**config.mk**
```make
export PLATFORM = sky130hd
export DESIGN_NAME = ahb_pixel_master
export DESIGN_NICKNAME = d
export VERILOG_FILES = /design/src/rtl/ahb_pixel_master.sv
export SDC_FILE = /design/constraint.sdc
export NUM_CORES = 1
export LEC_CHECK = 0
export CORE_MARGIN = 2
export CORE_UTILIZATION = 44
export CTS_BUF_LIST = sky130_fd_sc_hd__clkbuf_4
export DETAILED_ROUTE_END_ITERATION = 8
export PLACE_DENSITY_LB_ADDON = 0.05
export SYNTH_ARGS = -nofsm -noshare
export SYNTH_HDL_FRONTEND = slang
export SYNTH_SLANG_ARGS = --single-unit
```
**constraint.sdc**
```tcl
create_clock -name HCLK -period 3 [get_ports HCLK]
set_clock_uncertainty 0.2 [all_clocks]
set_input_delay 0.3 -clock HCLK [delete_from_list [all_inputs] [get_ports HCLK]]
set_output_delay 0.3 -clock HCLK [all_outputs]
set_load 0.03 [all_outputs]
```
**src/rtl/ahb_pixel_master.sv**
```systemverilog
// Single-transfer AHB master that moves a 4x4 grid of 4-bit pixels plus brightness (68-bit beat).
// IDLE -> ADDR -> DATA -> RESP; all outputs registered from the next state; stalls bounded by TIMEOUT.
module ahb_pixel_master #(
  parameter int TIMEOUT = 16
) (
  input  logic                   HCLK,
  input  logic                   HRESET,
  input  logic                   req_valid,
  input  logic                   req_write,
  input  logic [31:0]            req_addr,
  input  logic [3:0][3:0][3:0]   req_pixels,
  input  logic [3:0]             req_brightness,
  output logic                   req_ready,
  output logic [31:0]            HADDR,
  output logic [1:0]             HTRANS,
  output logic                   HWRITE,
  output logic [2:0]             HSIZE,
  output logic [67:0]            HWDATA,
  input  logic                   HREADY,
  input  logic [67:0]            HRDATA,
  output logic                   rsp_valid,
  output logic [67:0]            rsp_rdata,
  output logic                   rsp_timeout
);

  typedef enum logic [1:0] {S_IDLE, S_ADDR, S_DATA, S_RESP} state_t;

  localparam logic [7:0] WAIT_LAST = 8'(TIMEOUT - 1);

  state_t               state_q, state_d;
  logic [7:0]           wcnt_q, wcnt_d;
  logic                 req_ready_q, req_ready_d;
  logic [31:0]          haddr_q, haddr_d;
  logic                 hwrite_q, hwrite_d;
  logic [1:0]           htrans_q, htrans_d;
  logic [67:0]          hwdata_q, hwdata_d;
  logic [3:0][3:0][3:0] pix_q, pix_d;
  logic [3:0]           bri_q, bri_d;
  logic                 rsp_valid_q, rsp_valid_d;
  logic [67:0]          rsp_rdata_q, rsp_rdata_d;
  logic                 rsp_timeout_q, rsp_timeout_d;
  logic                 timeout_hit;

  always_comb begin
    state_d     = state_q;
    wcnt_d      = wcnt_q;
    haddr_d     = haddr_q;
    hwrite_d    = hwrite_q;
    pix_d       = pix_q;
    bri_d       = bri_q;
    rsp_rdata_d = rsp_rdata_q;
    timeout_hit = 1'b0;

    case (state_q)
      S_IDLE: begin
        if (req_valid && req_ready_q) begin
          state_d  = S_ADDR;
          wcnt_d   = 8'd0;
          haddr_d  = req_addr;
          hwrite_d = req_write;
          pix_d    = req_pixels;
          bri_d    = req_brightness;
        end
      end
      S_ADDR, S_DATA: begin
        if (HREADY) begin
          wcnt_d  = 8'd0;
          state_d = (state_q == S_ADDR) ? S_DATA : S_RESP;
          if (state_q == S_DATA && !hwrite_q) begin
            rsp_rdata_d = HRDATA;
          end
        end else begin
          wcnt_d = wcnt_q + 8'd1;
          // The stall that brings the counter up to TIMEOUT ends the transfer.
          if (wcnt_q == WAIT_LAST) begin
            timeout_hit = 1'b1;
            state_d     = S_RESP;
            rsp_rdata_d = 68'd0;
          end
        end
      end
      S_RESP: begin
        state_d = S_IDLE;
      end
      default: begin
        state_d = S_IDLE;
      end
    endcase

    req_ready_d   = (state_d == S_IDLE);
    htrans_d      = (state_d == S_ADDR) ? 2'b10 : 2'b00;
    hwdata_d      = (state_d == S_DATA && hwrite_d) ? {pix_d, bri_d} : 68'd0;
    rsp_valid_d   = (state_d == S_RESP);
    rsp_timeout_d = timeout_hit;
  end

  always_ff @(posedge HCLK) begin
    if (HRESET) begin
      state_q       <= S_IDLE;
      wcnt_q        <= 8'd0;
      req_ready_q   <= 1'b0;
      haddr_q       <= 32'd0;
      hwrite_q      <= 1'b0;
      htrans_q      <= 2'b00;
      hwdata_q      <= 68'd0;
      pix_q         <= '0;
      bri_q         <= 4'd0;
      rsp_valid_q   <= 1'b0;
      rsp_rdata_q   <= 68'd0;
      rsp_timeout_q <= 1'b0;
    end else begin
      state_q       <= state_d;
      wcnt_q        <= wcnt_d;
      req_ready_q   <= req_ready_d;
      haddr_q       <= haddr_d;
      hwrite_q      <= hwrite_d;
      htrans_q      <= htrans_d;
      hwdata_q      <= hwdata_d;
      pix_q         <= pix_d;
      bri_q         <= bri_d;
      rsp_valid_q   <= rsp_valid_d;
      rsp_rdata_q   <= rsp_rdata_d;
      rsp_timeout_q <= rsp_timeout_d;
    end
  end

  assign req_ready   = req_ready_q;
  assign HADDR       = haddr_q;
  assign HTRANS      = htrans_q;
  assign HWRITE      = hwrite_q;
  assign HSIZE       = 3'b010;
  assign HWDATA      = hwdata_q;
  assign rsp_valid   = rsp_valid_q;
  assign rsp_rdata   = rsp_rdata_q;
  assign rsp_timeout = rsp_timeout_q;

endmodule
```
After elaboration in Yosys (flattened, before gate mapping)
Index checks and enable logic that the tools add are counted.

Equal/unequal tests: 9. Reductions and logical operators: 14. $add $sub $neg: 1. Bitwise operators: 2. Muxes and demuxes: 19.

Operators by type and width (count): 2-to-1 mux 68 bit (3); 2-to-1 mux 64 bit (2); 2-to-1 mux 8 bit (2); one-hot mux 8 bit (2 select lines) (1); adder 8 x 1 -> 8 bit (second input constant) (1); == test 2 bit (second input constant) (4); == test 8 x 4 -> 1 bit (second input constant) (1); 2-to-1 mux 2 bit (4); 2-to-1 mux 4 bit (2); one-hot mux 2 bit (3 select lines) (1); == test 2 x 1 -> 1 bit (second input constant) (2); logical NOT 2 bit (2); 2-to-1 mux 1 bit (4); AND reduction 2 bit (2); nonzero test 2 bit (2); OR reduction 2 bit (2); logical AND 1 bit (3); AND reduction 3 bit (1); OR reduction 3 bit (1); != test 2 x 1 -> 1 bit (second input constant) (1); != test 2 bit (second input constant) (1); inverter 1 bit (2); logical NOT 1 bit (1).

Register bits after elaboration: 252. Word-level logic and storage cells: 72. Output and inout port bits: 177.

Logic depth before layout (Yosys ltp)
Gate-level depths: netlist (run 1).

Word-level depth: 8. Mapped depth: 9. Gate-level depth less buffers: 6.

Worst setup path after synthesis (run 1)
OpenSTA, ideal clock, no wires.

Path type: register to register. From: register state_q[1]. To: register rsp_rdata_q[66], in the netlist rsp_rdata[66]. Arrival time: 1.918 ns. Setup time: 0.071 ns. Required time: 2.729 ns. Clock period less this slack: 2.188 ns. Cell stages (with the launch flop): 10. Slack: 0.812 ns. Cell sequence: dfxtp_1 -> inv_1 -> ha_1 -> inv_2 -> buf_2 -> nor4b_4 -> buf_2 -> buf_4 -> nand2_1 -> a21oi_1.

Cells in the longest elaborated chain, start to end: 4.

RTL lines: start, declared (RTL line 30) `state_t state_q, state_d;`; start signal, assigned (RTL line 112) `state_q <= state_d;`; == test 2 bit (RTL line 54, 69); logical AND 1 bit (RTL line 69) `if (state_q == S_DATA && !hwrite_q) begin`; != test 2 x 1 -> 1 bit (no source line); AND reduction 3 bit (no source line) (*); end signal, assigned (RTL line 122) `rsp_rdata_q <= rsp_rdata_d;`; end, declared (RTL line 40) `logic [67:0] rsp_rdata_q, rsp_rdata_d;`.

Mark *: on every way between the ends. The rest lies on a longest branch, timed or not. A chain may end at the register's enable or synchronous reset.

Worst setup path in the final report (run 1)
From: register state_q[1]. To: register rsp_valid_q, in the netlist rsp_valid.

Cells in the longest elaborated chain, start to end: 5.

RTL lines: == test 2 x 1 -> 1 bit (RTL line 54, 68); 2-to-1 mux 1 bit (RTL line 68) `state_d = (state_q == S_ADDR) ? S_DATA : S_RESP;`; 2-to-1 mux 2 bit (RTL line 66) `if (HREADY) begin`; one-hot mux 2 bit (3 select lines) (*) (RTL line 54) `case (state_q)`; == test 2 bit (*) (RTL line 93) `rsp_valid_d = (state_d == S_RESP);`; end signal, assigned (RTL line 121) `rsp_valid_q <= rsp_valid_d;`; end, declared (RTL line 39) `logic rsp_valid_q, rsp_valid_d;`.

Marks and branches as above.

==> results.py, run 1 <==
metrics = {
    "synthesis": {
        "ys_seq_elements": 251,
        "yosysSeqAreaShare": 0.583,
        "synth_flop_cell": "sky130_fd_sc_hd__dfxtp_1",
        "yosys-top-cells-area": "sky130_fd_sc_hd__dfxtp_1, sky130_fd_sc_hd__mux2i_1, sky130_fd_sc_hd__a21oi_1",
        "post_synthesis_cell_area_mm2": 0.00862,
        "synth-edff-count": 0,
        "synthDominantAreaCellType": "sky130_fd_sc_hd__dfxtp_1",
        "synthesis.instances": 903,
        "post-synth-top-area-fraction": 0.583,
        "synth_async_sr_flop_share": 0,
        "yosysUniqueCellTypes": 43,
        "synthesis.area_per_instance_um2": 9.55,
        "synthesis.yosys.warnings": 0,
    },
    "power_and_ir_drop": {
        "maximum_vdd_drop_v": 0.000326,
        "switchingPower_uw": 1790,
        "power.combinational.fraction": 0.131,
        "share_of_total_power_in_the_clock_network": 0.384,
        "power_density_mw_per_mm2": 512,
        "power_leakage_uw": 0.00497,
        "power.share.switching": 0.251,
        "power.internal_uw": 5340,
        "sequentialPowerShare": 0.486,
    },
    "floorplan": {
        "die_area_mm2": 0.0207,
        "top_level_ports": 350,
        "rows": 51,
        "fp.dieH_um": 144,
        "fp.dieW_um": 144,
        "initial_utilization": 0.446,
        "core_region_area_mm2": 0.0193,
    },
    "worst_setup_path": {
        "r2r_setup_slack_ns": 0.64,
        "worst_setup_path_end_kind": "flip-flop",
        "r2r-start": "state_q[1]",
        "worst_ep_arrival_time_ns": 2.71,
        "setup.worst_path.start_class": "flip-flop",
        "reg_to_reg_critical_path_endpoint": "rsp_valid",
        "critical_path.max_fanout": 72,
        "setup.worst_path.class": "reg -> reg",
        "reg2reg_depth": 7,
        "cp_data_required_time_ns": 3.35,
    },
    "detailed_routing": {
        "drt_wl_total_mm": 26.0,
        "antenna_violating_nets_post_route": 0,
        "dr.pass1.iters": 4,
        "remaining_routing_drc_violations": 0,
        "first_iter_violations": 329,
        "vias": 8029,
        "wl_per_cell_um": 15.8,
        "drt-vias-per-instance": 4.87,
    },
    "sta": {
        "timing.slew.headroom": 0.428,
        "slew_viol_final": 0,
        "hold_ws_ns": 0.0540,
        "hold_viol_final": 0,
        "setup_violations": 0,
        "setup-tns-final_ns": 0,
        "finalCriticalPeriod_ns": 2.36,
        "rsz_0062_raised_after_global_routing": "no",
        "tightestPinTransition_ns": 0.858,
        "fmax_ghz": 0.423,
        "final_worst_path_cycle_share": 0.788,
    },
    "hold_path": {
        "min_from": "req_addr[28]",
        "hold_depth": 3,
        "hold_class": "in -> reg",
        "min_delay_worst_endpoint": "HADDR[28]",
    },
    "placed_design": {
        "routabilityCongestion": 0.758,
        "io_buffers": 345,
        "post-dp-hpwl_mm": 16.1,
    },
    "finish": {
        "post_route_cells_drive_above_1_share": 0.101,
        "finish.net_count": 1528,
        "nFillCells": 1506,
        "layout.area.seq_mm2": 0.00502,
        "multi_input_comb_area_mm2": 0.00325,
        "area_growth_syn_to_layout_pct": 61.3,
    },
    "clocking": {
        "cts_resized": 0,
        "cts_tree": "done",
        "worstSkewPairLatency_ns": 0.63,
        "worst_setup_hold_path_clk_slew_ns": 0.06,
        "cts_htree_levels": 3,
        "clkSinkCount": 251,
        "clk_path_buf_depth": 3,
        "clock-root-buffer": "sky130_fd_sc_hd__clkbuf_4",
        "cts_buffers": 67,
    },
    "grt": {
        "via_count_of_the_first_global_routing_pass": 7962,
        "aggregate_global_routing_overflow": 0,
        "maximum_number_of_pins_on_one_net_before_global_route_repair": 81,
        "use_met3": 0.0937,
        "groute.layer.met1.usage": 0.267,
        "global_route_track_usage_on_met2": 0.403,
        "grt_most_used_layer": "met2",
        "gr-usage-all-layers": 0.242,
        "grt_pass1_wl_mm": 39.6,
        "antenna_found_initial": 1,
    },
    "job": {
        "max-cap-violations": 0,
    },
    "status": {
        "status": "complete, no violations",
    },
}
## synthesized netlist by cell type, types with 3 or more instances
master / instances
sky130_fd_sc_hd__nand2b_1: 3
sky130_fd_sc_hd__nor3_1: 49
sky130_fd_sc_hd__nor2_1: 76
sky130_fd_sc_hd__nor3_2: 20
sky130_fd_sc_hd__mux2i_1: 68
sky130_fd_sc_hd__clkbuf_1: 44
sky130_fd_sc_hd__nand2_1: 137
sky130_fd_sc_hd__nor2b_1: 3
sky130_fd_sc_hd__xor2_1: 5
sky130_fd_sc_hd__dfxtp_1: 251
sky130_fd_sc_hd__and3_1: 3
sky130_fd_sc_hd__nor3b_1: 3
sky130_fd_sc_hd__buf_2: 21
sky130_fd_sc_hd__buf_4: 6
sky130_fd_sc_hd__inv_1: 4
sky130_fd_sc_hd__buf_6: 3
sky130_fd_sc_hd__a21oi_1: 103
sky130_fd_sc_hd__ha_1: 5
sky130_fd_sc_hd__o21ai_0: 71
## state kept, by name (all words and copies together), names as in the netlist, 2 cells and up
name	flops
wcnt_q	8
HADDR	32
bri_q	4
HWDATA	68
rsp_rdata	68
state_q	2
pix_q	64
## power groups by stage
stage,logic (µW),registers [µW],clock network [µW]
global route,1010,3470,3020
floorplan,385,3590,0
finish,932,3460,2730
CTS,933,3460,2850
detailed placement,826,3530,0
global placement,823,3530,0
## what timing repair did
action / CTS / global route
hold endpoints to repair: 107 / 0
hold buffers: 93 / 0
setup buffers: 0 / 0
## cells in the final DEF, fill, tap and decap left out, types with 2 or more instances in the layout
master                            synthesis  layout
sky130_fd_sc_hd__a21oi_1                103     103
sky130_fd_sc_hd__and3_1                   3       2
sky130_fd_sc_hd__clkinv_1                 0       7
sky130_fd_sc_hd__nand3_1                  2       2
sky130_fd_sc_hd__nor2b_1                  3       3
sky130_fd_sc_hd__nand2_1                137     137
sky130_fd_sc_hd__buf_12                   0       3
sky130_fd_sc_hd__clkdlybuf4s50_1          0     344
sky130_fd_sc_hd__diode_2                  0       2
sky130_fd_sc_hd__o21ai_0                 71      71
sky130_fd_sc_hd__conb_1                   2       4
sky130_fd_sc_hd__mux2i_1                 68      68
sky130_fd_sc_hd__buf_4                    6      11
sky130_fd_sc_hd__nor3_2                  20      20
sky130_fd_sc_hd__xor2_1                   5       5
sky130_fd_sc_hd__clkbuf_4                 0      89
sky130_fd_sc_hd__nand2b_1                 3       3
sky130_fd_sc_hd__inv_2                    1       4
sky130_fd_sc_hd__dlygate4sd3_1            0      93
sky130_fd_sc_hd__nor3b_1                  3       3
sky130_fd_sc_hd__dfxtp_1                251     251
sky130_fd_sc_hd__inv_1                    4       4
sky130_fd_sc_hd__ha_1                     5       5
sky130_fd_sc_hd__nor3_1                  49      49
sky130_fd_sc_hd__nor2_1                  76      76
sky130_fd_sc_hd__o21ai_1                  2       2
## metrics by stage
| step | instances | power [µW] | setup slack [ns] | util | instance area, µm² |
|---|---|---|---|---|---|
| floorplan | 905 | 3970 | 0.812 | - | 8630 |
| global placement | 1453 | 4350 | 0.657 | 0.632 | 12200 |
| detailed placement | 1453 | 4360 | 0.591 | 0.632 | 12200 |
| CTS | 1648 | 7240 | 0.572 | 0.719 | 13900 |
| global route | 1649 | 7490 | 0.454 | 0.719 | 13900 |
| finish | 1650 | 7120 | 0.636 | 0.719 | 13900 |
## worst max-delay path by stage
stage / startpoint / to / slack (ns) / cells past startpoint
2_1_floorplan: state_q[1] / rsp_rdata[66] / 0.81 / 9
3_3_place_gp: HREADY / rsp_rdata[52] / 0.66 / 6
3_5_place_dp: HREADY / rsp_rdata[34] / 0.59 / 6
4_1_cts: HWRITE / HWRITE / 0.57 / 1
5_1_grt: state_q[1] / rsp_valid / 0.45 / 7
6_report: state_q[1] / rsp_valid / 0.64 / 7
## layout make-up
type	count	share of cell area
tap	265	0.0238
inverter	5	0.00135
clock buffer	89	0.0480
clock inverter	13	0.00576
multi-input combinational	573	0.234
timing repair buffer	452	0.326
sequential	251	0.361
antenna	2	0.000360
## cells by family (layout without fill, tap and decap cells)
family                   Yosys count  after routing  share of synthesized area
flip-flops                       251            251                      0.583
multiplexers                      69             69                     0.0815
XOR/XNOR                           6              6                    0.00609
buffers and inverters             81            559                     0.0438
AND/OR/NAND/NOR                  302            302                      0.162
adder cells (fa/ha/maj)            5              5                    0.00725
AO/OA/AOI/OAI                    187            187                      0.115
other                              2              6                   0.000871
## critical path: stages (launching register included)
cell and delay (ns):
sky130_fd_sc_hd__dfxtp_1 0.46, sky130_fd_sc_hd__inv_1 0.13, sky130_fd_sc_hd__ha_1 0.37, sky130_fd_sc_hd__nor2b_1 0.19
sky130_fd_sc_hd__nand2_1 0.11, sky130_fd_sc_hd__o22ai_4 0.18, sky130_fd_sc_hd__buf_12 0.33, sky130_fd_sc_hd__nor3b_1 0.25
## metal layers
layer	vias up	part of all wire
met5	-	0
met4	0	0.042
met3	73	0.096
met2	304	0.48
met1	3695	0.39
li1	3957	-
Note: power is estimated with default switching activity, not from simulation.
==> run 2: changes to the inputs <==
==> constraint.sdc (replaced) <==
create_clock -name HCLK -period 2.2 [get_ports HCLK]
set_clock_uncertainty 0.2 [all_clocks]
set_input_delay 0.22 -clock HCLK [delete_from_list [all_inputs] [get_ports HCLK]]
set_output_delay 0.22 -clock HCLK [all_outputs]
set_load 0.03 [all_outputs]
==> run 2 against run 1 <==
  * Clock power increased by 47%
  * Register-to-register slack got worse by 0.51 ns
  * Worst hold slack improved by 0.0051 ns
  * Global-route usage decreased by 0.17 points
  * Critical path depth fell by 6
  * Power grew 42%
  * Combinational power up 47%
==> results.py, run 2 (synthesized netlist as in run 1, its figures left out) <==
metrics = {
    "status": {
        "status": "complete, no violations",
    },
    "sta": {
        "rsz_0062_raised_after_global_routing": "yes",
        "final_worst_path_cycle_share": 0.951,
        "timing.slew.headroom": 0.395,
        "hold_ws_ns": 0.0591,
        "slew_viol_final": 0,
        "hold_viol_final": 0,
        "finalCriticalPeriod_ns": 2.09,
        "setup_violations": 0,
        "setup-tns-final_ns": 0,
        "tightestPinTransition_ns": 0.907,
        "fmax_ghz": 0.478,
    },
    "worst_setup_path": {
        "cp.depth": 1,
        "crit_path_max_incr_delay_ns": 0.69,
        "worst_ep_arrival_time_ns": 1.67,
        "cp_data_required_time_ns": 1.78,
        "crit_slowest_cell": "sky130_fd_sc_hd__clkdlybuf4s50_1",
        "worstPathBufferInverterCount": 1,
        "cells_traversed_along_the_worst_timing_path": "clkdlybuf4s50_1",
        "timing.critical_path.max_delay_family": "buffers and inverters",
        "reg2reg_depth": 7,
        "setup.worst_path.start_class": "flip-flop",
        "worst_setup_path_end_kind": "output pin",
        "critical_path.max_fanout": 2,
        "setup.worst_path.class": "reg -> out",
    },
    "floorplan": {
        "initial_utilization": 0.446,
        "die_area_mm2": 0.0207,
        "fp.dieH_um": 144,
        "rows": 51,
        "core_region_area_mm2": 0.0193,
        "top_level_ports": 350,
        "fp.dieW_um": 144,
    },
    "power_and_ir_drop": {
        "power_leakage_uw": 0.00517,
        "maximum_vdd_drop_v": 0.000551,
        "power_density_mw_per_mm2": 704,
    },
    "grt": {
        "antenna_found_initial": 1,
        "grt_pass1_wl_mm": 39.8,
        "aggregate_global_routing_overflow": 0,
        "gr-usage-all-layers": 0.240,
        "maximum_number_of_pins_on_one_net_before_global_route_repair": 177,
        "via_count_of_the_first_global_routing_pass": 8155,
    },
    "clocking": {
        "cts_htree_levels": 3,
        "clkSinkCount": 251,
        "cts_buffers": 66,
        "clk_path_buf_depth": 3,
        "cts_tree": "done",
        "worst_setup_hold_path_clk_slew_ns": 0.06,
        "worstSkewPairLatency_ns": 0.63,
        "clock-root-buffer": "sky130_fd_sc_hd__clkbuf_4",
    },
    "detailed_routing": {
        "first_iter_violations": 371,
        "wl_per_cell_um": 15.6,
        "remaining_routing_drc_violations": 0,
        "dr.pass1.iters": 4,
        "antenna_violating_nets_post_route": 0,
        "drt_wl_total_mm": 26.2,
        "vias": 8044,
        "drt-vias-per-instance": 4.79,
    },
    "hold_path": {
        "hold_depth": 3,
        "hold_class": "in -> reg",
    },
    "finish": {
        "fin_cells": 1679,
        "final_common_cell": "sky130_fd_sc_hd__clkdlybuf4s50_1",
        "layout.cells.most_common_list": "sky130_fd_sc_hd__clkdlybuf4s50_1, sky130_fd_sc_hd__dfxtp_1, sky130_fd_sc_hd__nand2_1",
        "area_growth_syn_to_layout_pct": 65.9,
        "fin_area_mm2": 0.0143,
        "finish.net_count": 1550,
        "post_route_cells_drive_above_1_share": 0.115,
    },
    "placed_design": {
        "placed_cell_areas_mm2": 0.0124,
        "dpl.cell_count": 1461,
        "post-dp-hpwl_mm": 15.9,
        "routabilityCongestion": 0.794,
        "io_buffers": 345,
    },
    "job": {
        "max-cap-violations": 0,
    },
}
==> run 2: timing repair <==
item / CTS / global route
endpoints found under the setup margin: 2 / 128
endpoints found under the hold margin: 107 / 0
setup buffers: 0 / 2
resized for setup: 2 / 5
pin swaps: 0 / 1
hold buffers: 106 / 0
gates cloned: 0 / 0
==> run 2: cell type report <==
class,instances,area (µm²)
Clock buffer,104,781
Multi-Input combinational cell,573,3270
Sequential cell,251,5020
Antenna cell,1,2.50
Clock inverter,5,45.0
Timing Repair Buffer,475,4830
Fill cell,1470,5020
Inverter,5,18.8
Tap cell,265,332
==> run 2: final timing paths <==
check / from / endpoint / slack (ns)
max: rsp_rdata[61] / rsp_rdata[61] / 0.11
min reg2reg: HADDR[23] / HADDR[23] / 0.25
max reg2reg: state_q[1] / rsp_rdata[37] / 0.13
min: req_pixels[9] / pix_q[9] / 0.06
==> run 2: per-layer routing <==
| metal | up-vias | global-route usage | share of wire | wire, µm |
|---|---|---|---|---|
| li1 | 3992 | - | - | - |
| met1 | 3688 | 0.266 | 0.39 | 10200 |
| met2 | 312 | 0.406 | 0.48 | 12500 |
| met3 | 52 | 0.0960 | 0.10 | 2680 |
| met4 | 0 | 0.112 | 0.033 | 867 |
| met5 | - | 0 | 0 | 0 |
==> run 2: where the power goes <==
| group | internal, µW | switching [µW] |
|---|---|---|
| sequential | 4670 | 44.5 |
| combinational | 711 | 654 |
| clock | 2240 | 1770 |
==> run 2: per-stage QoR <==
stage,setup slack (ns),power [µW],utilization
finish,0.109,10100,0.740
global route,-0.00570,10600,0.740
CTS,0.0388,10200,0.738
detailed placement,0.0529,6010,0.640
global placement,0.108,6000,0.640
floorplan,0.0116,5420,-
==> run 3: changes to the inputs <==
--- a/config.mk
+++ b/config.mk
@@ -13,3 +13,4 @@
 export SYNTH_ARGS = -nofsm -noshare
 export SYNTH_HDL_FRONTEND = slang
 export SYNTH_SLANG_ARGS = --single-unit
+export TNS_END_PERCENT = 30
==> results of run 3 <==
Final layout, timing and power as in run 2 (identical DEF).
